--- config.mk ---
export PLATFORM = sky130hd
export DESIGN_NAME = vector_add_vector_seq
export DESIGN_NICKNAME = d
export VERILOG_FILES = /design/src/rtl/vector_add_vector_seq.sv
export SDC_FILE = /design/constraint.sdc
export NUM_CORES = 2
export LEC_CHECK = 0
export BUFFER_PORTS_ARGS = -buffer_cell sky130_fd_sc_hd__buf_2
export CAP_MARGIN = 20
export CELL_PAD_IN_SITES_DETAIL_PLACEMENT = 0
export CELL_PAD_IN_SITES_GLOBAL_PLACEMENT = 2
export CORE_MARGIN = 2
export CORE_UTILIZATION = 33
export CTS_CLUSTER_SIZE = 30
export DETAILED_ROUTE_END_ITERATION = 12
export GPL_TIMING_DRIVEN = 0
export HOLD_SLACK_MARGIN = 0.06
export PLACE_DENSITY = 0.81
export SYNTH_ARGS = -nofsm -noshare
export SYNTH_HDL_FRONTEND = slang
export SYNTH_SLANG_ARGS = --single-unit
--- constraint.sdc ---
create_clock -name i_clk -period 17.61 [get_ports i_clk]
set_input_delay 1.761 -clock i_clk [delete_from_list [all_inputs] [get_ports i_clk]]
set_output_delay 1.761 -clock i_clk [all_outputs]
set_load 0.05 [all_outputs]
--- src/rtl/vector_add_vector_seq.sv ---
// Sequential signed vector adder: accepts a whole vector pair, then works
// through it LANES elements per beat. Modes ADD/SUB/ACC/LOAD, optional
// saturation, sticky per-vector overflow flag. The result register doubles
// as the accumulator for ACC.

// One adder lane: sign-extended WIDTH+1 arithmetic with wrap or clamp.
module vector_add_vector_seq_lane #(
  parameter int WIDTH = 32,
  parameter int SAT   = 0
) (
  input  logic [1:0]       i_mode,
  input  logic [WIDTH-1:0] i_a,
  input  logic [WIDTH-1:0] i_b,
  input  logic [WIDTH-1:0] i_acc,
  output logic [WIDTH-1:0] o_res,
  output logic             o_ovf
);
  localparam logic [WIDTH-1:0] MAXV = {1'b0, {(WIDTH-1){1'b1}}};
  localparam logic [WIDTH-1:0] MINV = {1'b1, {(WIDTH-1){1'b0}}};

  logic [WIDTH:0] w_x, w_y, w_z, w_sum;

  // Mode select, overflow when the two top bits disagree, then wrap/clamp.
  always_comb begin
    w_x = {i_a[WIDTH-1], i_a};
    w_y = {i_b[WIDTH-1], i_b};
    w_z = {i_acc[WIDTH-1], i_acc};
    case (i_mode)
      2'b00:   w_sum = w_x + w_y;
      2'b01:   w_sum = w_x - w_y;
      2'b10:   w_sum = w_z + w_x;
      default: w_sum = w_x;             // LOAD: sign extension cannot overflow
    endcase
    o_ovf = w_sum[WIDTH] ^ w_sum[WIDTH-1];
    if ((SAT != 0) && o_ovf) o_res = w_sum[WIDTH] ? MINV : MAXV;
    else                     o_res = w_sum[WIDTH-1:0];
  end
endmodule

module vector_add_vector_seq #(
  parameter int WIDTH = 32,
  parameter int LEN   = 5,
  parameter int LANES = 1,
  parameter int SAT   = 0
) (
  input  logic             i_clk,
  input  logic             i_rst,
  input  logic             i_in_valid,
  output logic             o_in_ready,
  input  logic [1:0]       i_mode,
  input  logic [WIDTH-1:0] i_a [0:LEN-1],
  input  logic [WIDTH-1:0] i_b [0:LEN-1],
  output logic             o_out_valid,
  input  logic             i_out_ready,
  output logic [WIDTH-1:0] o_result [0:LEN-1],
  output logic             o_ovf
);
  localparam int BEATS = (LEN + LANES - 1) / LANES;
  localparam int BW    = (BEATS > 1) ? $clog2(BEATS) : 1;
  localparam int IW    = (LEN > 1) ? $clog2(LEN) : 1;

  typedef enum logic [1:0] {S_IDLE, S_BUSY, S_DONE} state_t;

  state_t           r_state;
  logic [BW-1:0]    r_beat;
  logic [1:0]       r_mode;
  logic [WIDTH-1:0] r_a      [0:LEN-1];
  logic [WIDTH-1:0] r_b      [0:LEN-1];
  logic [WIDTH-1:0] r_result [0:LEN-1];
  logic             r_ovf_work;
  logic             r_out_valid;

  logic                        w_accept;
  logic                        w_last;
  logic [LANES-1:0]            w_act;
  logic [LANES-1:0]            w_ovf;
  logic [LANES-1:0][IW-1:0]    w_sel;
  logic [LANES-1:0][WIDTH-1:0] w_res;

  // Ready in IDLE, or in DONE when the consumer drains this cycle (back-to-back).
  assign o_in_ready  = (r_state == S_IDLE) | ((r_state == S_DONE) & i_out_ready);
  assign w_accept    = i_in_valid & o_in_ready;
  assign w_last      = (r_beat == BW'(BEATS - 1));
  assign o_out_valid = r_out_valid;
  assign o_ovf       = r_ovf_work;
  assign o_result    = r_result;

  // Lane l handles element beat*LANES+l; lanes past LEN-1 on the last beat idle.
  for (genvar l = 0; l < LANES; l++) begin : g_lane
    logic [31:0] w_idx;
    assign w_idx    = 32'(r_beat) * 32'(LANES) + 32'(l);
    assign w_act[l] = (w_idx < 32'(LEN));
    assign w_sel[l] = w_act[l] ? w_idx[IW-1:0] : '0;

    vector_add_vector_seq_lane #(.WIDTH(WIDTH), .SAT(SAT)) u_lane (
      .i_mode (r_mode),
      .i_a    (r_a[w_sel[l]]),
      .i_b    (r_b[w_sel[l]]),
      .i_acc  (r_result[w_sel[l]]),
      .o_res  (w_res[l]),
      .o_ovf  (w_ovf[l])
    );
  end

  // Control FSM, operand capture and beat-by-beat result/overflow update.
  always_ff @(posedge i_clk or posedge i_rst) begin
    if (i_rst) begin
      r_state     <= S_IDLE;
      r_beat      <= '0;
      r_mode      <= 2'b00;
      r_ovf_work  <= 1'b0;
      r_out_valid <= 1'b0;
      for (int i = 0; i < LEN; i++) begin
        r_a[i]      <= '0;
        r_b[i]      <= '0;
        r_result[i] <= '0;
      end
    end else begin
      case (r_state)
        S_IDLE, S_DONE: begin
          if (w_accept) begin
            r_a         <= i_a;
            r_b         <= i_b;
            r_mode      <= i_mode;
            r_beat      <= '0;
            r_ovf_work  <= 1'b0;
            r_out_valid <= 1'b0;
            r_state     <= S_BUSY;
          end else if ((r_state == S_DONE) && i_out_ready) begin
            r_out_valid <= 1'b0;
            r_state     <= S_IDLE;
          end
        end
        S_BUSY: begin
          for (int l = 0; l < LANES; l++)
            if (w_act[l]) r_result[w_sel[l]] <= w_res[l];
          r_ovf_work <= r_ovf_work | (|(w_ovf & w_act));
          if (w_last) begin
            r_out_valid <= 1'b1;
            r_state     <= S_DONE;
          end else begin
            r_beat <= r_beat + 1'b1;
          end
        end
        default: r_state <= S_IDLE;
      endcase
    end
  end
endmodule

-- Word-level counts from Yosys, hierarchy flattened
Index checks and enable logic that the tools add are counted.
- bits of input ports: 326
- flip-flop bits (word level): 489
- output and inout port bits: 163
- bitwise operators: 7
- reduce and logical (&&, ||, !) cells: 12
- mux-type cells: 27
- $add $sub $neg: 4
- equality and inequality tests: 9
- magnitude comparators: 3
- operators with widths (operator ; number):
    binary-select mux 32 bit (select 3 bit) ; 3
    two-way mux 32 bit ; 7
    bitwise mux 160 bit ; 1
    one-hot mux 33 bit (3 select lines) ; 1
    demux 32 bit (select 3 bit) ; 1
    adder 32 x 32 -> 33 bit ; 2
    subtractor 32 x 32 -> 33 bit ; 1
    two-way mux 3 bit ; 3
    AND reduction 2 bit ; 4
    two-way mux 2 bit ; 3
    != test 2 bit (second input constant) ; 3
    one-hot mux 3 bit (2 select lines) ; 1
    AND reduction 3 bit ; 2
    == test 2 x 1 -> 1 bit (second input constant) ; 2
    == test 2 bit (second input constant) ; 2
    >= comparator 4 bit (second input constant) ; 1
    logical NOT 2 bit ; 2
    < comparator 4 x 1 -> 1 bit (second input constant) ; 1
    two-way mux 1 bit ; 4
    NOT 3 -> 4 bit ; 1
    one-hot mux 1 bit (2 select lines) ; 2
    one-hot mux 2 bit (2 select lines) ; 1
    adder 3 x 1 -> 3 bit (second input constant) ; 1
    AND 1 bit ; 3
    8 further kinds ; 10

-- Depth between registers and ports, before layout
- word-level depth: 12
- depth in mapped cells: 26
- mapped depth without buffers: 22

-- Hierarchy
A second synthesis with hierarchy kept.
- cells, all modules: 2111
- area, all modules: 25932.4 um^2
- by module, submodules not included (module ; seq. area each (um^2) ; times used ; area an instance (um^2) ; cells an instance):
    vector_add_vector_seq ; 12236.7 ; 1 ; 22703.0 ; 1592
    vector_add_vector_seq_lane ; 0.0 ; 1 ; 3229.3 ; 519

-- Least setup slack after synthesis
No wires, ideal clock.
- path type: register to register
- start point: register r_beat[0]
- end point: register r_ovf_work, in the netlist o_ovf
- stages on the path, launching flop included: 24
- required time: 17.500 ns
- path buffers: 4
- path slack: 11.913 ns
- arrival: 5.587 ns
- library setup time: 0.110 ns
- period minus slack after synthesis: 5.697 ns
- cell sequence: dfrtp_1 -> buf_6 -> buf_8 -> buf_4 -> buf_2 -> mux2i_1 -> o2bb2ai_1 -> a221oi_1 -> ha_1 -> nand4_1 -> nor3_1 -> mux2_2 -> a221o_1 -> ha_1 -> nand2_1 -> o31ai_1 -> or3_1 -> o21ai_0 -> o21ai_0 -> a221o_1 -> a21o_1 -> a21oi_1 -> xnor3_1 -> o41ai_1
- cells in the longest elaborated chain, start to end: 12
- elaborated cells on any way between the ends: 20
- classes of those cells: add/sub (3); order compare (1); mux (12); bitwise (4)
- ends and longest elaborated chain (element ; RTL line ; source):
    start, declared ; 65 ; logic [BW-1:0] r_beat;
    start signal, assigned ; 142 ; r_beat <= r_beat + 1'b1;
    < comparator 3 bit ; 92 ; assign w_act[l] = (w_idx < 32'(LEN));
    two-way mux 3 bit ; 93 ; assign w_sel[l] = w_act[l] ? w_idx[IW-1:0] : '0;
    NOT 3 -> 4 bit (not written as such) ; 97, 98, 99 ;
    binary-select mux 32 bit (select 3 bit) (on tied branches) ; 99, 97, 98 ;
    two-way mux 32 bit (on tied branches) (2 in series) ; 99, 97, 98 ;
    adder 32 x 32 -> 33 bit (tied with other cells) ; 31 ; 2'b10: w_sum = w_z + w_x;
    one-hot mux 33 bit (3 select lines) ; 28 ; case (i_mode)
    bitwise XOR 1 bit ; 34 ; o_ovf = w_sum[WIDTH] ^ w_sum[WIDTH-1];
    AND 1 bit * ; 137 ; r_ovf_work <= r_ovf_work | (|(w_ovf & w_act));
    OR 1 bit * ; 137 ;
    one-hot mux 1 bit (2 select lines) * ; 119 ; case (r_state)
    end signal, assigned ; 137 ;
    end, declared ; 70 ; logic r_ovf_work;
Every way passes the cells marked *; elsewhere a longest branch is shown, timed or not. The select of a mux whose other input is x is not followed.
A chain may end at the register's enable or synchronous reset.

-- Final worst setup path
Ends and elaborated chain as after synthesis.

==> qor.tcl <==
set qor(design.portCount) 489
set qor(route.detailed.drc) 0
set qor(tritoncts) {yes}
set qor(flow.area_growth_from_synthesis_pct) 22.78
set qor(cp_max_fo) 10
set qor(final_common_cell) {sky130_fd_sc_hd__nand2_1}
set qor(totalNegativeSetupSlack_ps) 0
set qor(cts_max_level) 2
set qor(syn-instance-count) 2912
set qor(post_cts_buffers) 0
set qor(final-hold-violation-count) 0
set qor(design.final.nets) 3830
set qor(clock_insertion_delay_worst_skew_ps) 630
set qor(synthFlopType) {sky130_fd_sc_hd__dfrtp_1}
set qor(ctsResizeCount) 0
set qor(avgSynthCellArea_sq_um) 8.504
set qor(grt_overflow_total) 0
set qor(crit-reg2reg-launch) {r_beat[0]$_DFFE_PP0P_}
set qor(cap_violations) 0
set qor(mostFrequentLayoutCells) {1298 x sky130_fd_sc_hd__nand2_1, 503 x sky130_fd_sc_hd__buf_2, 489 x sky130_fd_sc_hd__dfrtp_1, 186 x sky130_fd_sc_hd__o21ai_0, 169 x sky130_fd_sc_hd__clkbuf_1}
set qor(yosysUniqueCellTypes) 70
set qor(yosys_register_bits) 489
set qor(cp-end-kind) {register}
set qor(final_period_minus_worst_setup_slack_ps) 8298
set qor(critical_path.reg2reg.endpoint) {o_ovf$_DFFE_PP0P_}
set qor(max_clock_freq_mhz) 120.5
set qor(min_path_cells) 2
set qor(netlist.area_leader.share_pct) 49.41
set qor(cp_data_arrival_time_ps) 8790
set qor(placement.io_buffers) 488
set qor(postRouteWirelength_mm) 106.3
set qor(worst-setup-path-type) {reg2reg}
set qor(mappedNetlistNets) 3277
set qor(num_vias) 22932
set qor(area_enclosed_by_the_die_boundary_sq_um) 77250
set qor(finClkSkew_ps) 31.19
set qor(timing.hold.worst_endpoint) {r_a[65]$_DFFE_PP0P_}
set qor(hold_path_startpoint) {r_a[65]$_DFFE_PP0P_}
set qor(cts_inserted_buffers) 55
set qor(start_kind) {register}
set qor(layout_worst_path_cycle_share_pct) 47.12
set qor(die_y_um) 277.9
set qor(synth_enable_flop_cells) 0
set qor(number_of_sinks_on_the_clock_net) 489
set qor(dp_worst_setup_slack_ps) 9396
set qor(antenna_found_initial) 2
set qor(clkSlewWorstSetupHoldPaths_ps) 60
set qor(finalSetupViolCount) 0
set qor(detailedPlacementHpwl_mm) 83.41
set qor(worstMarginPinSlew_ps) 1087
set qor(tightest_slew_margin_relative_to_the_limit_pct) 27.55
set qor(die_width_um) 277.9
set qor(drt.antenna.violating_nets) 0
set qor(place.gp.congestion) 0.9279
set qor(hold_path_class) {reg2reg}
set qor(critical_path_rt_ps) 18100
set qor(grt_pass1_vias) 22726
set qor(drtIter0Drc) 1906
set qor(synth_area_leaders) {sky130_fd_sc_hd__dfrtp_1 49%, sky130_fd_sc_hd__nand2_1 20%, sky130_fd_sc_hd__mux2i_1 5.3%}
set qor(outcome) {completed}
set qor(post_route_worst_setup_slack_ps) 9312
set qor(drt_pre_antenna_iters) 5
set qor(utilization_pct) 40.91
set qor(cts-root-to-sink-buffers) 3
set qor(worstRegToRegCells) 23
set qor(share_of_final_layout_standard_cells_stronger_than_drive_strength_1_pct) 19.22
set qor(detail_route.wl_per_cell_um) 23.75
set qor(setup_repair_after_global_routing_missed_its_margin) {false}
set qor(rrSetupSlack_ps) 9310
set qor(post_drt_via_cell_ratio) 5.122
set qor(core-area_sq_um) 74320
set qor(fill_cells) 7757
set qor(grt_first_pass_wirelength_mm) 153.1
set qor(rows) 100
set qor(globalRouteTotalUtil_pct) 26.83
set qor(floorplan.initialDensity_pct) 33.32
set qor(timing.final.max_slew_violations) 0
set qor(clk_root_buffer_cell) {sky130_fd_sc_hd__clkbuf_16}
set qor(ys_async_sr_fraction_pct) 100.0
set qor(post-synth-top-area-cell) {sky130_fd_sc_hd__dfrtp_1}
set qor(synth-seq-area-share_pct) 49.41
set qor(grt_start_max_net_pins) 119
set qor(syn-cell-area_sq_um) 24770
set qor(yosys_warnings) 0
set qor(cts_hold_buffers) 0
flip-flops by register name, summed over array words and instances (netlist names):
register     count
r_b            160
r_mode           2
r_state          2
o_result       160
r_a            160
o_ovf            1
r_beat           3
o_out_valid      1
cell usage after synthesis (3+ instances only):
cell and instances:
sky130_fd_sc_hd__o211ai_1 15, sky130_fd_sc_hd__and2_1 4, sky130_fd_sc_hd__nor2_1 63, sky130_fd_sc_hd__nor3_1 26, sky130_fd_sc_hd__nor3b_1 3, sky130_fd_sc_hd__a221oi_1 11
sky130_fd_sc_hd__xor2_1 12, sky130_fd_sc_hd__o221ai_1 65, sky130_fd_sc_hd__o2bb2ai_1 5, sky130_fd_sc_hd__inv_1 25, sky130_fd_sc_hd__nand2_1 1298, sky130_fd_sc_hd__or4_4 3
sky130_fd_sc_hd__nand3_1 13, sky130_fd_sc_hd__a31oi_1 7, sky130_fd_sc_hd__dfrtp_1 489, sky130_fd_sc_hd__or4_1 3, sky130_fd_sc_hd__xnor2_1 17, sky130_fd_sc_hd__a21o_1 12
sky130_fd_sc_hd__a2bb2oi_1 14, sky130_fd_sc_hd__a41oi_1 4, sky130_fd_sc_hd__ha_1 38, sky130_fd_sc_hd__o21bai_1 4, sky130_fd_sc_hd__nor2b_1 8, sky130_fd_sc_hd__o32ai_1 4
sky130_fd_sc_hd__a311oi_1 29, sky130_fd_sc_hd__a211oi_1 10, sky130_fd_sc_hd__or2_2 5, sky130_fd_sc_hd__nand2b_1 9, sky130_fd_sc_hd__a21oi_1 96, sky130_fd_sc_hd__buf_6 3
sky130_fd_sc_hd__mux2_2 52, sky130_fd_sc_hd__buf_1 17, sky130_fd_sc_hd__o21ai_1 3, sky130_fd_sc_hd__nor4_1 6, sky130_fd_sc_hd__buf_2 14, sky130_fd_sc_hd__o21a_1 3
sky130_fd_sc_hd__clkbuf_1 153, sky130_fd_sc_hd__or3_1 4, sky130_fd_sc_hd__nand4_1 5, sky130_fd_sc_hd__o21ai_0 186, sky130_fd_sc_hd__mux2i_1 130, sky130_fd_sc_hd__a221o_1 9
logic make-up (layout without fill, tap and decap cells):
| group | Yosys count | after routing | synth area share, % |
|---|---|---|---|
| AOI/OAI and AO/OA | 491 | 491 | 12.80 |
| xor gates and xnor gates | 30 | 30 | 1.117 |
| buffers and inverters | 216 | 811 | 3.607 |
| and+or+nand+nor | 1465 | 1465 | 23.44 |
| other | 0 | 1 | 0 |
| DFF | 489 | 489 | 49.41 |
| muxes | 182 | 182 | 7.619 |
| adders and majority gates | 39 | 39 | 2.001 |
critical path, cell delays in order (launching register included):
cell                       delay (ps)
sky130_fd_sc_hd__dfrtp_1          400
sky130_fd_sc_hd__buf_6            170
sky130_fd_sc_hd__buf_8            160
sky130_fd_sc_hd__nand2b_1         260
sky130_fd_sc_hd__buf_2            460
sky130_fd_sc_hd__buf_1            690
sky130_fd_sc_hd__clkbuf_1         730
sky130_fd_sc_hd__clkbuf_1         750
sky130_fd_sc_hd__buf_2            420
sky130_fd_sc_hd__nand2_1          100
sky130_fd_sc_hd__a311oi_1         660
sky130_fd_sc_hd__a21oi_1           70
sky130_fd_sc_hd__o21ai_0          130
sky130_fd_sc_hd__ha_1             340
sky130_fd_sc_hd__a21o_1           210
sky130_fd_sc_hd__or2_2            290
sky130_fd_sc_hd__o211a_1          240
sky130_fd_sc_hd__o21ai_0          450
sky130_fd_sc_hd__o21ai_0          190
sky130_fd_sc_hd__a221o_1          360
sky130_fd_sc_hd__a21o_1           220
sky130_fd_sc_hd__a21oi_1          150
sky130_fd_sc_hd__xnor3_1          410
sky130_fd_sc_hd__o41ai_1          270
routing by layer:
layer	GRT usage, %	vias to the layer above	share of wire [%]
met1	36.48	11143	44
met2	44.49	763	47
met3	3.954	138	5.8
met5	0	-	0
li1	-	10888	-
met4	7.540	0	2.8
per-stage QoR:
stage	cell area (sq um)	hold WS, ps	cells
after floorplan	24770	437.4	2912
after global placement	28420	454.4	4369
after detailed placement	28590	460.2	4377
after CTS	30400	473.7	4476
after global routing	30400	489.7	4476
final	30410	470.8	4477
how the worst max path moves through the flow:
| stage | startpoint | end | cells past startpoint |
|---|---|---|---|
| final | r_beat[0]$_DFFE_PP0P_ | o_ovf$_DFFE_PP0P_ | 23 |
| after CTS | r_beat[0]$_DFFE_PP0P_ | o_ovf$_DFFE_PP0P_ | 23 |
| after global placement | i_rst | r_a[113]$_DFFE_PP0P_ | 2 |
| after detailed placement | r_beat[0]$_DFFE_PP0P_ | o_ovf$_DFFE_PP0P_ | 23 |
| after global routing | r_beat[0]$_DFFE_PP0P_ | o_ovf$_DFFE_PP0P_ | 23 |
| after floorplan | i_rst | o_out_valid$_DFFE_PP0P_ | 1 |
final cells by class:
class | instances | area, sq um | share of cell area [%]
sequential | 489 | 12240 | 40.25
clock buffer | 85 | 1629 | 5.358
timing repair buffer | 496 | 2595 | 8.535
inverter | 25 | 101.3 | 0.3333
antenna | 1 | 2.502 | 0.008230
tap | 969 | 1212 | 3.987
multi-input combinational | 2207 | 11640 | 38.29
buffer | 191 | 799.5 | 2.630
clock inverter | 14 | 187.7 | 0.6173
Power is left out: the tool's default activity adds up to more than one toggle a clock period on the data nets, which glitch-free logic cannot reach.
